<file path="src/rtl/digclk_core_param_if.sv">
`timescale 1ns/1ps
// digclk_core_param_if
//   Bundles the button/mode inputs and the time/strobe outputs of the
//   timekeeping core. Clock and reset stay plain ports on the core.
//   master : board-side driver (buttons, mode select), reads the time
//   slave  : the core itself
//   incr_pb, decr_pb  raw asynchronous push-buttons
//   set_mode[1:0]     00 run, 01 set sec, 10 set min, 11 set hour
//   sec_out[5:0], min_out[5:0], hour_out[4:0], pm_out
//   tick_out          1-cycle strobe per prescaler terminal count
//   day_out           1-cycle strobe on midnight rollover
interface digclk_core_param_if;
    logic       incr_pb;
    logic       decr_pb;
    logic [1:0] set_mode;
    logic [5:0] sec_out;
    logic [5:0] min_out;
    logic [4:0] hour_out;
    logic       pm_out;
    logic       tick_out;
    logic       day_out;

    modport master (
        output incr_pb, decr_pb, set_mode,
        input  sec_out, min_out, hour_out, pm_out, tick_out, day_out
    );

    modport slave (
        input  incr_pb, decr_pb, set_mode,
        output sec_out, min_out, hour_out, pm_out, tick_out, day_out
    );
endinterface

</file>
<file path="src/rtl/digclk_core_param.sv">
`timescale 1ns/1ps
// digclk_core_param
//   HH:MM:SS timekeeping core running on the board clock. A prescaler
//   divides clk_in down to TICK_HZ; debounced inc/dec buttons adjust one
//   field at a time in the set modes; hours are shown in 24h or 12h form.
//   Ports:
//     clk_in  system clock, rising edge
//     reset   asynchronous, active-low
//     bus     digclk_core_param_if.slave (buttons, mode, time, strobes)
module digclk_core_param #(
    parameter int unsigned CLK_HZ   = 100_000_000,
    parameter int unsigned TICK_HZ  = 1,
    parameter int unsigned DEB_CYC  = 1_000_000,
    parameter bit          MODE_12H = 1'b0
) (
    input  logic                 clk_in,
    input  logic                 reset,
    digclk_core_param_if.slave   bus
);

    localparam int unsigned DIV = CLK_HZ / TICK_HZ;
    localparam int PW = (DIV > 1) ? $clog2(DIV) : 1;
    localparam int DW = $clog2(DEB_CYC);
    localparam logic [PW-1:0] PRESC_TOP = PW'(DIV - 1);
    localparam logic [DW-1:0] DEB_TOP   = DW'(DEB_CYC - 1);

    typedef enum logic [1:0] {
        MODE_RUN      = 2'b00,
        MODE_SET_SEC  = 2'b01,
        MODE_SET_MIN  = 2'b10,
        MODE_SET_HOUR = 2'b11
    } mode_e;

    function automatic logic [5:0] wrap_up(input logic [5:0] v, input logic [5:0] top);
        return (v == top) ? 6'd0 : v + 6'd1;
    endfunction

    function automatic logic [5:0] wrap_dn(input logic [5:0] v, input logic [5:0] top);
        return (v == 6'd0) ? top : v - 6'd1;
    endfunction

    function automatic logic [5:0] step_field(input logic [5:0] v, input logic [5:0] top,
                                              input logic up);
        return up ? wrap_up(v, top) : wrap_dn(v, top);
    endfunction

    logic [PW-1:0]      presc_q, presc_d;
    logic               tick;
    logic [1:0]         inc_sync_q, dec_sync_q;
    logic [1:0]         mode_s1_q, mode_s2_q;
    mode_e              mode;
    logic [1:0]         btn_s;
    logic [1:0]         lvl_q, lvl_d;
    logic [1:0]         press_q, press_d;
    logic [1:0][DW-1:0] cnt_q, cnt_d;
    logic [5:0]         sec_q, sec_d, min_q, min_d;
    logic [4:0]         hour_q, hour_d;
    logic               day_q, day_d;
    logic               step_en, step_up;
    logic [4:0]         hour_disp;
    logic               pm_disp;

    assign tick    = (presc_q == PRESC_TOP);
    assign presc_d = tick ? '0 : presc_q + PW'(1);
    assign mode    = mode_e'(mode_s2_q);
    // bit 0 = increment button, bit 1 = decrement button
    assign btn_s   = {dec_sync_q[1], inc_sync_q[1]};

    // Debounce: a level differing from the accepted one must persist for
    // DEB_CYC consecutive cycles; any return to the accepted level restarts
    // the count. Only the accepted 0->1 edge produces a press pulse.
    always_comb begin
        lvl_d   = lvl_q;
        cnt_d   = cnt_q;
        press_d = 2'b00;
        for (int b = 0; b < 2; b++) begin
            if (btn_s[b] == lvl_q[b]) begin
                cnt_d[b] = '0;
            end else if (cnt_q[b] == DEB_TOP) begin
                lvl_d[b]   = btn_s[b];
                cnt_d[b]   = '0;
                press_d[b] = btn_s[b];
            end else begin
                cnt_d[b] = cnt_q[b] + DW'(1);
            end
        end
    end

    // Simultaneous inc and dec presses cancel out.
    assign step_en = press_q[0] ^ press_q[1];
    assign step_up = press_q[0];

    always_comb begin
        sec_d  = sec_q;
        min_d  = min_q;
        hour_d = hour_q;
        day_d  = 1'b0;
        case (mode)
            MODE_RUN: begin
                if (tick) begin
                    sec_d = wrap_up(sec_q, 6'd59);
                    if (sec_q == 6'd59) begin
                        min_d = wrap_up(min_q, 6'd59);
                        if (min_q == 6'd59) begin
                            hour_d = 5'(wrap_up({1'b0, hour_q}, 6'd23));
                            day_d  = (hour_q == 5'd23);
                        end
                    end
                end
            end
            MODE_SET_SEC: begin
                if (step_en) sec_d = step_field(sec_q, 6'd59, step_up);
            end
            MODE_SET_MIN: begin
                if (step_en) min_d = step_field(min_q, 6'd59, step_up);
            end
            MODE_SET_HOUR: begin
                if (step_en) hour_d = 5'(step_field({1'b0, hour_q}, 6'd23, step_up));
            end
        endcase
    end

    always_ff @(posedge clk_in or negedge reset) begin
        if (!reset) begin
            presc_q    <= '0;
            inc_sync_q <= 2'b00;
            dec_sync_q <= 2'b00;
            mode_s1_q  <= 2'b00;
            mode_s2_q  <= 2'b00;
            lvl_q      <= 2'b00;
            cnt_q      <= '0;
            press_q    <= 2'b00;
            sec_q      <= 6'd0;
            min_q      <= 6'd0;
            hour_q     <= 5'd0;
            day_q      <= 1'b0;
        end else begin
            presc_q    <= presc_d;
            inc_sync_q <= {inc_sync_q[0], bus.incr_pb};
            dec_sync_q <= {dec_sync_q[0], bus.decr_pb};
            mode_s1_q  <= bus.set_mode;
            mode_s2_q  <= mode_s1_q;
            lvl_q      <= lvl_d;
            cnt_q      <= cnt_d;
            press_q    <= press_d;
            sec_q      <= sec_d;
            min_q      <= min_d;
            hour_q     <= hour_d;
            day_q      <= day_d;
        end
    end

    // Hour display: hour_q always holds 0..23; 12h form maps 0 and 12 to 12.
    always_comb begin
        hour_disp = hour_q;
        pm_disp   = 1'b0;
        if (MODE_12H) begin
            pm_disp   = (hour_q >= 5'd12);
            hour_disp = pm_disp ? hour_q - 5'd12 : hour_q;
            if (hour_disp == 5'd0) hour_disp = 5'd12;
        end
    end

    assign bus.sec_out  = sec_q;
    assign bus.min_out  = min_q;
    assign bus.hour_out = hour_disp;
    assign bus.pm_out   = pm_disp;
    assign bus.tick_out = tick;
    assign bus.day_out  = day_q;

endmodule
</file>
<file path="src/flat_wrapper.sv">
// flat-port wrapper written by rule: the top's interface ports become plain ports
module digclk_core_param_flat 
#(
    parameter int unsigned CLK_HZ   = 100_000_000,
    parameter int unsigned TICK_HZ  = 1,
    parameter int unsigned DEB_CYC  = 1_000_000,
    parameter bit          MODE_12H = 1'b0
)
  (clk_in, reset, bus_incr_pb, bus_decr_pb, bus_set_mode, bus_sec_out, bus_min_out, bus_hour_out, bus_pm_out, bus_tick_out, bus_day_out);
  digclk_core_param_if bus_i ();
  input  logic clk_in;
  input  logic reset;
  input wire logic [$bits(bus_i.incr_pb)-1:0] bus_incr_pb;
  input wire logic [$bits(bus_i.decr_pb)-1:0] bus_decr_pb;
  input wire logic [$bits(bus_i.set_mode)-1:0] bus_set_mode;
  output wire logic [$bits(bus_i.sec_out)-1:0] bus_sec_out;
  output wire logic [$bits(bus_i.min_out)-1:0] bus_min_out;
  output wire logic [$bits(bus_i.hour_out)-1:0] bus_hour_out;
  output wire logic [$bits(bus_i.pm_out)-1:0] bus_pm_out;
  output wire logic [$bits(bus_i.tick_out)-1:0] bus_tick_out;
  output wire logic [$bits(bus_i.day_out)-1:0] bus_day_out;
  assign bus_i.incr_pb = bus_incr_pb;
  assign bus_i.decr_pb = bus_decr_pb;
  assign bus_i.set_mode = bus_set_mode;
  assign bus_sec_out = bus_i.sec_out;
  assign bus_min_out = bus_i.min_out;
  assign bus_hour_out = bus_i.hour_out;
  assign bus_pm_out = bus_i.pm_out;
  assign bus_tick_out = bus_i.tick_out;
  assign bus_day_out = bus_i.day_out;
  digclk_core_param #(.CLK_HZ(CLK_HZ), .TICK_HZ(TICK_HZ), .DEB_CYC(DEB_CYC), .MODE_12H(MODE_12H)) u_core (.clk_in(clk_in), .reset(reset), .bus(bus_i));
endmodule
</file>
<file path="config.mk">
export PLATFORM = sky130hd
export DESIGN_NAME = digclk_core_param_flat
export DESIGN_NICKNAME = d
export VERILOG_FILES = /design/src/rtl/digclk_core_param_if.sv /design/src/rtl/digclk_core_param.sv /design/src/flat_wrapper.sv
export SDC_FILE = /design/constraint.sdc
export NUM_CORES = 1
export LEC_CHECK = 0
export ABC_AREA = 1
export BUFFER_PORTS_ARGS = -buffer_cell sky130_fd_sc_hd__buf_2
export CAP_MARGIN = 30
export CORE_ASPECT_RATIO = 1.5
export CORE_MARGIN = 2
export CORE_UTILIZATION = 47
export CTS_BUF_LIST = sky130_fd_sc_hd__clkbuf_16
export DETAILED_ROUTE_END_ITERATION = 16
export PLACE_DENSITY = 0.61
export SLEW_MARGIN = 10
export SYNTH_ARGS = -nofsm -noshare
export SYNTH_HDL_FRONTEND = slang
export SYNTH_SLANG_ARGS = --single-unit
</file>
<file path="constraint.sdc">
create_clock -name clk_in -period 2 [get_ports clk_in]
set_clock_uncertainty 0.2 [all_clocks]
set_input_delay 0.1 -clock clk_in [delete_from_list [all_inputs] [get_ports clk_in]]
set_output_delay 0.1 -clock clk_in [all_outputs]
set_load 0.05 [all_outputs]
</file>
## Word level (Yosys, flattened, before mapping)

Index checks and enable logic that the tools add are counted.

- Add/sub/neg operators: 9
- Equality and inequality tests: 17
- Multiplexer cells: 34
- Bitwise operators: 3
- Reductions and logical operators: 12

Operators with widths:

| cell | count |
|---|---|
| $mux W20 | 4 |
| $mux W6 | 11 |
| $add A20 B1 Y20 const B | 2 |
| $eq A20 B20 Y1 const B | 2 |
| $mux W5 | 7 |
| $add A27 B1 Y27 const B | 1 |
| $eq A27 B27 Y1 const B | 1 |
| $mux W27 | 1 |
| $pmux W6 S2 | 2 |
| $add A6 B1 Y6 const B | 2 |
| $eq A6 B6 Y1 const B | 2 |
| $logic_not A6 Y1 | 2 |
| $ne A2 B1 Y1 const B | 6 |
| $sub A6 B1 Y6 const B | 2 |
| $pmux W5 S2 | 1 |
| $mux W1 | 8 |
| $reduce_bool A2 Y1 | 3 |
| $add A5 B1 Y5 const B | 1 |
| $eq A5 B5 Y1 const B | 1 |
| $logic_not A5 Y1 | 1 |
| $reduce_and A5 Y1 | 1 |
| $sub A5 B1 Y5 const B | 1 |
| $eq A2 B2 Y1 const B | 2 |
| $reduce_and A2 Y1 | 2 |
| other kinds (7) | 9 |

- Bits in registers: 97
- Bits of input ports: 6
- Output and inout bits: 20
- Word-level logic and storage cells: 89

## Logic depth before layout (Yosys ltp)

Gate-level depths: netlist (run 1).

- Depth in word-level cells: 6
- Mapped depth: 11
- Depth with buffers taken out: 10

## Least setup slack after synthesis (run 1)

OpenSTA, ideal clock, no wires.

- Path type: reg-to-reg
- Start: register u_core.min_q[1], in the netlist u_core.bus.min_out[1]
- End: register u_core.hour_q[0], in the netlist u_core.bus.hour_out[0]
- Library setup time: 120 ps
- Arrival time: 1696 ps
- Data required time: 1680 ps
- Path slack: -16 ps
- Cell stages (with the launch flop): 11
- Path buffers: 0
- Clock period less this slack: 2016 ps
- Cell sequence: dfrtp_1 ha_1 nand3_1 nor2_2 inv_1 nand2_1 nand2_2 nor2_4 nand2_2 nand2_1 nand2_1

- Word-level cells in the longest chain between the ends: 3

RTL lines:

| what | line | text |
|---|---|---|
| from (decl) | digclk_core_param.sv:56 | `logic [5:0] sec_q, sec_d, min_q, min_d;` |
| from (signal assigned) | digclk_core_param.sv:147 | `min_q <= min_d;` |
| $eq A6 B6 Y1 | digclk_core_param.sv:104 | `if (min_q == 6'd59) begin` |
| $ne A2 B1 Y1 (no source line) | - |  |
| $reduce_and A5 Y1 (no source line) | - |  |
| to (signal assigned) | digclk_core_param.sv:148 | `hour_q <= hour_d;` |
| to (decl) | digclk_core_param.sv:57 | `logic [4:0] hour_q, hour_d;` |

No other way between the ends.
A chain may end at the register's enable or synchronous reset.

## Worst setup path in the final report (run 1)

- Start: register u_core.presc_q[1]
- End: output bus_tick_out

- Word-level cells in the longest chain between the ends: 1

RTL lines:

| what | line | text |
|---|---|---|
| from (decl) | digclk_core_param.sv:47 | `logic [PW-1:0] presc_q, presc_d;` |
| from (signal assigned) | digclk_core_param.sv:138 | `presc_q <= presc_d;` |
| $eq A27 B27 Y1 | digclk_core_param.sv:63 | `assign tick = (presc_q == PRESC_TOP);` |
| to (decl) | flat_wrapper.sv:20 | `output wire logic [$bits(bus_i.tick_out)-1:0] bus_tick_out;` |

No other way between the ends.

==> results of run 1 <==
==> through the flow <==
stage / hold slack (ns) / instance area, um^2 / utilization (%) / instances
2_1_floorplan: -0.3956 / 5843 / - / 780
3_3_place_gp: -0.1434 / 6254 / 51.78 / 967
3_5_place_dp: -0.1338 / 6254 / 51.78 / 967
4_1_cts: 0.03641 / 6643 / 55.00 / 988
5_1_grt: 0.06436 / 6689 / 55.38 / 989
6_report: 0.03028 / 6689 / 55.38 / 989
==> metal layers <==
layer  vias to the layer above  part of all wire, %  routed length [um]  global-route usage [%]
met1                      2348                   41                5376                   23.36
met2                        82                   54                7080                   38.34
met3                        20                  2.7                 350                   3.335
met5                         -                    0                   0                       0
met4                         0                  2.1                 276                   7.475
li1                       2582                    -                   -                       -
==> placed cells by master (no fill, tap or decap), types with 2 or more instances in the layout <==
cell type        n
nor3b_1          2
dfrtp_1         93
nand2_1        181
clkbuf_16        9
dfrtp_2          4
nand4_1         17
nand2_2         10
inv_8            2
dlygate4sd3_1    5
nor2_2          10
nand3b_1         4
bufinv_16        2
nor2_1         104
inv_2            7
nand3_1         75
a31oi_1          2
inv_6            2
o21ai_0         24
nor3_4           2
nor4_1           4
nor2_4           6
o21ai_1          4
a21oi_1         24
buf_2           22
nor3_2           4
ha_1            14
xor2_1          28
xnor2_1         11
buf_4           20
a211oi_1         2
inv_1          103
o21ai_2          3
nand2_4          3
nand3_2          2
nor3_1          18
==> cell families after synthesis <==
logic type / after synthesis / synth area share (%)
buf+inv: 119 / 8.076
flops: 97 / 41.56
compound gates: 62 / 5.934
simple gates: 447 / 35.30
xor+xnor: 39 / 5.848
fa+ha+maj: 15 / 3.213
other cells: 1 / 0.06421
==> cells in the mapped netlist <==
cell type	number
nand4_2	1
nand3_1	75
nand3_2	3
clkbuf_2	1
conb_1	1
nor2_4	6
nor2_1	106
a31oi_1	2
inv_2	7
nor3b_1	2
nand3b_1	4
o21ai_2	3
a21oi_1	24
o21ai_0	24
nor3_2	4
nor2_2	8
and3_1	1
inv_1	103
nor3_4	2
nand4_1	17
o21ai_4	1
xor2_1	28
xnor2_1	11
or2_2	1
nand2_1	181
a211oi_1	2
buf_4	3
nor4_1	5
a41oi_1	1
buf_6	1
o21ai_1	4
buf_2	4
nor3_1	18
ha_1	15
a22oi_1	1
nand2_2	11
dfrtp_1	97
nand2_4	2
==> worst max-delay path, stage by stage (launching register included) <==
cell and delay (ns):
dfrtp_1 0.40, ha_4 0.17, nand3_4 0.09, inv_2 0.09
nand2_4 0.07, nor2_1 0.10, nand2_1 0.09, inv_1 0.09
buf_6 0.15
==> layout make-up <==
| type | count | area, um^2 |
|---|---|---|
| Sequential cell | 97 | 2432 |
| Tap cell | 153 | 191.4 |
| Clock inverter | 7 | 107.6 |
| Timing Repair Buffer | 49 | 341.6 |
| Fill cell | 1125 | 5389 |
| Inverter | 110 | 412.9 |
| Clock buffer | 9 | 225.2 |
| Multi-Input combinational cell | 564 | 2978 |
==> how the worst min path moves through the flow <==
stage | start | endpoint | cells after the start
after floorplan | reset | u_core.bus.day_out | 0
after CTS | reset | u_core.presc_q[22] | 2
after global placement | reset | u_core.presc_q[22] | 1
final | reset | u_core.presc_q[20] | 2
after detailed placement | reset | u_core.presc_q[22] | 1
after global routing | reset | u_core.presc_q[22] | 2
==> state kept, by name, indices dropped and copies added, names as in the netlist <==
name,flops
u_core.cnt_q,40
u_core.presc_q,27
u_core.bus.min_out,6
u_core.bus.sec_out,6
u_core.bus.hour_out,5
u_core.dec_sync_q,2
u_core.inc_sync_q,2
u_core.lvl_q,2
u_core.mode,2
u_core.mode_s1_q,2
u_core.press_q,2
u_core.bus.day_out,1
==> where the power goes <==
group | switching, mW | internal (mW) | total [mW]
clock network | 0.799 | 1.12 | 1.92
logic | 1.47 | 0.675 | 2.15
registers | 0.271 | 2.14 | 2.41
total | 2.54 | 3.94 | 6.48
==> what timing repair did <==
item / CTS / global route
resized for setup: 2 / 9
gates cloned: 0 / 0
pin swaps: 0 / 1
setup buffers: 0 / 1
setup endpoints to repair: 1 / 10
hold buffers: 5 / 0
endpoints found under the hold margin: 101 / 0
==> summary.md, run 1 <==
| Metric | Value |
|---|---|
| CTS tree | built |
| Yosys reg bits | 97 |
| Power per cell area | 968.7 mW/mm^2 |
| Port bufs | 24 |
| Reg-to-Reg End | u_core.bus.min_out[0] |
| Crit path from | u_core.presc_q[1] |
| NumNets Final | 852 |
| R2r startpoint | u_core.mode[0] |
| Area growth from synthesis to layout | 14.52% |
| WP data arrival | 1.61 ns |
| Post-DRT Antenna Nets | 0 |
| Number of global-route vias before repair | about 5,000 |
| DRC viols | 0 |
| HP Class | input port to async pin |
| First-pass GRT wire length | 22,160 um |
| Core ar. | around 0.012 mm^2 |
| Final WL | 13,080 um |
| Total track usage | 20.70% |
| Final TNS setup | 0 ns |
| Critical Path Start Type | flip-flop |
| GPL Wtd Cong | just under 0.9 |
| DR WL/cell | ~13 um |
| Final HPWL DP | 9936 um |
| Cells after Synth | 780 |
| Die Ht | 140.5 um |
| Boundary Pins | 26 |
| Leading post-synthesis cells by cell area | dfrtp_1, nand2_1, nor2_1 |
| Row cnt | 49 |
| Minimum clock period | between 1.5 and 2 ns |
| Cell area after synthesis | 0.005841 mm^2 |
| Crit path required time | 1.70 ns |
| Max Cap Viol | 0 |
| Crit path kind | flip-flop to output pin |
| Largest net degree at the start of global routing | 43 |
| Full die area | 0.01335 mm^2 |
| Inserted Clock Buffers | 9 |
| Ys Warns | 0 |
| Via density | around 5.1 |
| Worst R2R Path Depth | 9 |
| Avg Cell Area, Syn | 7.488 um^2 |
| Post-synthesis cell type count | 38 |
| Initial antenna violation count | 0 |
| Fin. Hold Viols | 0 |
| Clk Latency, worst-skew pair | 0.35 ns |
| DR vias | 5,032 |
| Dpl ws | 0.1044 ns |
| Final setup violation count | 0 |
| Worst vdd ir | 0.5590 mV |
| P_leak | 3.266 nW |
| Outcome | completed |
| Die Wd | 95.02 um |
| Final max-slew violation count | 0 |
| Pwr Total | 6.479 mW |
| Initial core utilization | 48.36% |
| Drt first pass iters | 5 |
| FMAX | between 500 and 600 MHz |
| Layout cells sized above 1 | 14.00% |
| Total congestion overflow | 0 |
| Worst setup EP type | output pin |
| Synth top area share | 41.56% |
| CTS max path bufs | 2 |
| Iter 0 DRT Violations | approximately 190 |
| Sequential-to-total area share from yosys stat | 41.56% |
| Clk slew on worst S/H paths | 0.07 ns |
| Final setup margin | about 0.09 ns |
| Clock Sinks | 97 |
| CP Capture Point | bus_tick_out |
| R2r setup slk | 0.17 ns |
| H-tree levels | 3 |
| Net Count, Synth | 801 |
| Final Cycle Share | 95.60% |
| Clock root cell | clkbuf_16 |
| Maximum net fanout on the critical path | 5 |
| Leading area contributor after synthesis | dfrtp_1 |
| # diodes | 0 |
(Power assumes the default switching activity.)
==> inputs of run 2 (changes only) <==
==> constraint.sdc (replaced) <==
create_clock -name clk_in -period 2 [get_ports clk_in]
set_clock_uncertainty 0.2 [all_clocks]
set_input_delay 0.2 -clock clk_in [delete_from_list [all_inputs] [get_ports clk_in]]
set_output_delay 0.2 -clock clk_in [all_outputs]
set_load 0.05 [all_outputs]
==> summary.md, run 2 (synthesis results as in run 1) <==
| Metric | Value |
|---|---|
| Outcome | completed |
| Final TNS setup | 0 ns (unchanged) |
| Die Wd | 95.02 um (unchanged) |
| HP Class | input port to async pin |
| DRC viols | 0 (unchanged) |
| Initial core utilization | 48.36% (unchanged) |
| CTS max path bufs | 2 (unchanged) |
| Core ar. | 0.01208 mm^2 (unchanged) |
| Hold_ws | 0.1307 ns (+0.1005 ns) |
| Post-placement cell count | 968 (+0.10%) |
| Clock root cell | clkbuf_16 |
| DR WL/cell | 13.28 um (+0.37%) |
| Final max-slew violation count | 0 (unchanged) |
| Max reg flops | 40 (unchanged) |
| Area growth from synthesis to layout | 14.22% |
| Iter 0 DRT Violations | 233 (+21%) |
| Top reg by flops | u_core.cnt_q |
| # fillers | 1,134 (+0.80%) |
| Final HPWL DP | 10,200 um (+2.6%) |
| Critical Path Start Type | flip-flop |
| H-tree levels | 3 (unchanged) |
| Worst setup EP type | output pin |
| RSZ-0062 raised after global routing | true |
| Commonest non-fill, non-tap cell in the layout | nand2_1 |
| Clk Latency, worst-skew pair | 0.35 ns (about the same) |
| Final core occ | 55.24% (-0.14 points) |
| Boundary Pins | 26 (unchanged) |
| Number of global-route vias before repair | 5,103 (+1.2%) |
| Full die area | 0.01335 mm^2 (unchanged) |
| Die Ht | 140.5 um (unchanged) |
| Max Cap Viol | 0 (unchanged) |
| WP data arrival | 1.55 ns (-0.06 ns) |
| FMAX | 512.4 MHz (-2.0%) |
| Via density | 5.153 (+1.3%) |
| Crit path required time | 1.60 ns (-0.10 ns) |
| P_leak | 3.255 nW (-0.35%) |
| Largest net degree at the start of global routing | 49 (+14%) |
| Leading cell types in the layout, fill and taps excluded | nand2_1, nor2_1, inv_1, dfrtp_1, nand3_1 |
| Initial antenna violation count | 0 (unchanged) |
| Finished Layout Cells | 992 (+0.30%) |
| Total congestion overflow | 0 (unchanged) |
| Worst vdd ir | 0.4761 mV (-15%) |
| Post-DRT Antenna Nets | 0 (unchanged) |
| NumNets Final | 855 (+0.35%) |
| Total track usage | 21.19% (+0.48 points) |
| Layout cells sized above 1 | 14.66% (+0.67 points) |
| Final WL | 13,170 um (+0.67%) |
| Drt first pass iters | 5 (unchanged) |
| Final setup violation count | 0 (unchanged) |
| First-pass GRT wire length | 22,860 um (+3.1%) |
| # diodes | 0 (unchanged) |
| CTS tree | built |
| Minimum clock period | 1.952 ns (+0.03969 ns) |
| DR vias | 5,112 (+1.6%) |
| GPL Wtd Cong | 0.9064 (+1.3%) |
| Biggest regs | u_core.cnt_q: 40 flops, u_core.presc_q: 27 flops |
| Final setup margin | 0.04824 ns (-0.03969 ns) |
| Port bufs | 24 (unchanged) |
| Power per cell area | 929.2 mW/mm^2 (-4.1%) |
| Clock Sinks | 97 (unchanged) |
| Fin. Hold Viols | 0 (unchanged) |
| Final Cycle Share | 97.59% (+2.0 points) |
| Maximum net fanout on the critical path | 5 (unchanged) |
| Inserted Clock Buffers | 9 (unchanged) |
| Clk slew on worst S/H paths | 0.07 ns (about the same) |
| Row cnt | 49 (unchanged) |
| Crit path kind | flip-flop to output pin |
| Dpl ws | 0.1270 ns (+0.02256 ns) |
## run 2: through the flow
stage          instance area (um^2)  power (mW)
2_1_floorplan                  5843       4.068
3_3_place_gp                   6261       4.531
3_5_place_dp                   6261       4.593
4_1_cts                        6634       6.235
5_1_grt                        6671       6.584
6_report                       6671       6.199
## run 2: area by class of cell
cell class / count / area [um^2] / area share, %
Inverter: 110 / 415.4 / 6.227
Multi-Input combinational cell: 564 / 2985 / 44.75
Clock buffer: 9 / 225.2 / 3.376
Sequential cell: 97 / 2432 / 36.46
Clock inverter: 7 / 53.80 / 0.8065
Tap cell: 153 / 191.4 / 2.869
Timing Repair Buffer: 52 / 367.9 / 5.514
## run 2: worst max-delay path: stages, from the launching register on
cell,delay (ns)
dfrtp_1,0.41
ha_4,0.17
nand3_4,0.09
inv_4,0.08
nand2_4,0.06
nor2_2,0.11
nand2_2,0.07
inv_2,0.08
buf_8,0.14
## run 2: worst paths after layout
kind                                      startpoint                    to  slack, ns  depth (start not counted)
worst max-delay path               u_core.presc_q[1]          bus_tick_out       0.05                          8
worst min-delay path                           reset    u_core.presc_q[17]       0.13                          2
worst max register to register     u_core.presc_q[1]    u_core.presc_q[18]       0.14                          9
worst min register to register  u_core.inc_sync_q[0]  u_core.inc_sync_q[1]       0.15                          0
max in group asynchronous                      reset     u_core.presc_q[7]       0.85                          3
min in group clk_in             u_core.inc_sync_q[0]  u_core.inc_sync_q[1]       0.15                          0
## run 2: timing repair
| item | CTS | global route |
|---|---|---|
| endpoints found under the setup margin | 1 | 12 |
| hold endpoints to repair | 51 | 0 |
| setup buffers | 3 | 0 |
| hold buffers | 5 | 0 |
| pin swaps | 1 | 1 |
| gates cloned | 0 | 0 |
| gates resized for setup | 6 | 11 |
## run 2: routing by layer
layer | wire [um] | vias to the layer above | track usage (%)
met4 | 328 | 0 | 7.857
met1 | 5315 | 2419 | 24.46
met2 | 7283 | 76 | 39.23
met3 | 244 | 25 | 2.421
met5 | 0 | - | 0
li1 | - | 2592 | -
## run 2: where the power goes
group | leakage [nW] | switching [mW] | internal [mW]
clock | 0.135 | 0.778 | 0.854
combinational | 1.83 | 1.48 | 0.685
sequential | 1.29 | 0.265 | 2.14
==> inputs of run 3 (changes only) <==
--- a/config.mk
+++ b/config.mk
@@ -14,6 +14,7 @@
 export CTS_BUF_LIST = sky130_fd_sc_hd__clkbuf_16
 export DETAILED_ROUTE_END_ITERATION = 16
 export PLACE_DENSITY = 0.61
+export RECOVER_POWER = 25
 export SLEW_MARGIN = 10
 export SYNTH_ARGS = -nofsm -noshare
 export SYNTH_HDL_FRONTEND = slang
==> summary.md, run 3 (synthesis results as in run 1) <==
| Metric | Value |
|---|---|
| RSZ-0062 raised after global routing | true |
| Largest net degree at the start of global routing | 49 (unchanged) |
| R2r setup slk | 0.14 ns (about the same) |
| Placed instance area | 0.006261 mm^2 (unchanged) |
| CTS max path bufs | 2 (unchanged) |
| Minimum clock period | 1.952 ns (+0.0005610 ns) |
| # diodes | 0 (unchanged) |
| GPL Wtd Cong | 0.9064 (unchanged) |
| Final setup margin | 0.04768 ns (-0.0005610 ns) |
| Full die area | 0.01335 mm^2 (unchanged) |
| Number of global-route vias before repair | 5,103 (unchanged) |
| R2r startpoint | u_core.presc_q[1] |
| Commonest non-fill, non-tap cell in the layout | nand2_1 |
| CP Capture Point | bus_tick_out |
| Clk Latency, worst-skew pair | 0.35 ns (about the same) |
| Worst vdd ir | 0.4787 mV (+0.56%) |
| Initial core utilization | 48.36% (unchanged) |
| Rel. slew slack | 46.57% |
| Crit path required time | 1.60 ns (about the same) |
| Post-placement cell count | 968 (unchanged) |
| Leading cell types in the layout, fill and taps excluded | nand2_1, nor2_1, inv_1, dfrtp_1, nand3_1 |
| Dpl ws | 0.1270 ns (unchanged) |
| Clock Sinks | 97 (unchanged) |
| Finished Layout Cells | 992 (unchanged) |
| Port bufs | 24 (unchanged) |
| Sw Share | 40.74% (about the same) |
| Pwr Total | 6.200 mW (about the same) |
| HP Class | flip-flop to flip-flop |
| Top reg by flops | u_core.cnt_q |
| P_leak | 3.252 nW (-0.10%) |
| Power per cell area | 929.8 mW/mm^2 (about the same) |
| Post-DRT Antenna Nets | 0 (unchanged) |
| First-pass GRT wire length | 22,860 um (unchanged) |
| Total track usage | 21.19% (unchanged) |
| CTS tree | built |
| Crit path kind | flip-flop to output pin |
| Critical Path Start Type | flip-flop |
| DR vias | 5,103 (-0.18%) |
| Drt first pass iters | 4 (-1) |
| WP data arrival | 1.55 ns (about the same) |
| Die Wd | 95.02 um (unchanged) |
| Layout cells sized above 1 | 14.54% (-0.12 points) |
| Maximum net fanout on the critical path | 5 (unchanged) |
| Core ar. | 0.01208 mm^2 (unchanged) |
| Area growth from synthesis to layout | 14.16% (about the same) |
| Reg-to-Reg End | u_core.presc_q[18] |
| Row cnt | 49 (unchanged) |
| Final max-slew violation count | 0 (unchanged) |
| Max reg flops | 40 (unchanged) |
| Inserted Clock Buffers | 9 (unchanged) |
| Final TNS setup | 0 ns (unchanged) |
| Initial antenna violation count | 0 (unchanged) |
| Clock network power share | 26.4% (about the same) |
| FMAX | 512.2 MHz (about the same) |
| DR WL/cell | 13.28 um (unchanged) |
| Worst R2R Path Depth | 9 (unchanged) |
| Final HPWL DP | 10,200 um (unchanged) |
| Fin area | 0.006668 mm^2 (about the same) |
| Final Cycle Share | 97.62% (about the same) |
| Hold_ws | 0.1519 ns (+0.02121 ns) |
| Max Cap Viol | 0 (unchanged) |
| Fin. Hold Viols | 0 (unchanged) |
| Worst setup EP type | output pin |
| Crit path from | u_core.presc_q[1] |
| Int Pwr | 3.674 mW (about the same) |
| Iter 0 DRT Violations | 234 (+0.43%) |
| Comb power frac | 34.9% (about the same) |
| H-tree levels | 3 (unchanged) |
| DRC viols | 0 (unchanged) |
| Switching pwr | 2.526 mW (about the same) |
| Boundary Pins | 26 (unchanged) |
| Total congestion overflow | 0 (unchanged) |
| NumNets Final | 855 (unchanged) |
| Die Ht | 140.5 um (unchanged) |
| Biggest regs | u_core.cnt_q: 40 flops, u_core.presc_q: 27 flops |
| Worst-margin pin slew | around 0.80 ns |
| Outcome | completed |
| Clk slew on worst S/H paths | 0.07 ns (about the same) |
| Clock root cell | clkbuf_16 |
| Via density | 5.144 (-0.18%) |
| Final core occ | 55.21% (about the same) |
| Final setup violation count | 0 (unchanged) |
| Final WL | 13,170 um (unchanged) |
| Reg power frac | 38.7% (about the same) |
[run 3: changes by cell type in the layout (fill, tap and decap cells not counted)]
cell	previous run	this run
clkbuf_1	0	1
buf_4	23	22
clkbuf_2	0	1
buf_2	22	21
[run 3: what timing repair did]
| action | CTS | global route |
|---|---|---|
| resized for setup | 6 | 11 |
| endpoints found under the hold margin | 51 | 0 |
| cloned | 0 | 0 |
| hold buffers | 5 | 0 |
| endpoints found under the setup margin | 1 | 12 |
| setup buffers | 3 | 0 |
| pin swaps | 1 | 1 |
[run 3: power groups by stage]
stage	clock network, mW	registers (mW)	logic, mW
4_1_cts	1.66	2.40	2.17
6_report	1.63	2.40	2.16
5_1_grt	1.73	2.44	2.41
3_3_place_gp	0	2.42	2.11
3_5_place_dp	0	2.43	2.16
2_1_floorplan	0	2.90	1.17
[run 3: layout make-up]
| class | instances | area [um^2] |
|---|---|---|
| inverters | 110 | 415.4 |
| clock buffers | 9 | 225.2 |
| repair buffers | 52 | 364.1 |
| well taps | 153 | 191.4 |
| clock inverters | 7 | 53.80 |
| multi-input cells | 564 | 2985 |
| fillers | 1136 | 5410 |
| flip-flops and latches | 97 | 2432 |
[run 3: worst min-delay path by stage]
stage | from | to | slack, ns | cells after the start
5_1_grt | u_core.inc_sync_q[0] | u_core.inc_sync_q[1] | 0.16 | 0
3_5_place_dp | reset | u_core.presc_q[22] | -0.03 | 1
2_1_floorplan | reset | u_core.bus.day_out | -0.30 | 0
4_1_cts | reset | u_core.presc_q[22] | 0.15 | 2
6_report | u_core.inc_sync_q[0] | u_core.inc_sync_q[1] | 0.15 | 0
3_3_place_gp | reset | u_core.presc_q[17] | -0.04 | 1
[run 3: worst max-delay path, stage by stage (launching register included)]
cell     delay [ns]
dfrtp_1        0.41
ha_4           0.17
nand3_4        0.09
inv_4          0.08
nand2_4        0.06
nor2_2         0.11
nand2_2        0.07
inv_2          0.07
buf_8          0.14
[run 3: metal layers]
| layer | routed length [um] | up-vias | track usage [%] |
|---|---|---|---|
| li1 | - | 2591 | - |
| met1 | 5300 | 2410 | 24.46 |
| met2 | 7287 | 76 | 39.23 |
| met3 | 256 | 26 | 2.421 |
| met4 | 328 | 0 | 7.857 |
| met5 | 0 | - | 0 |
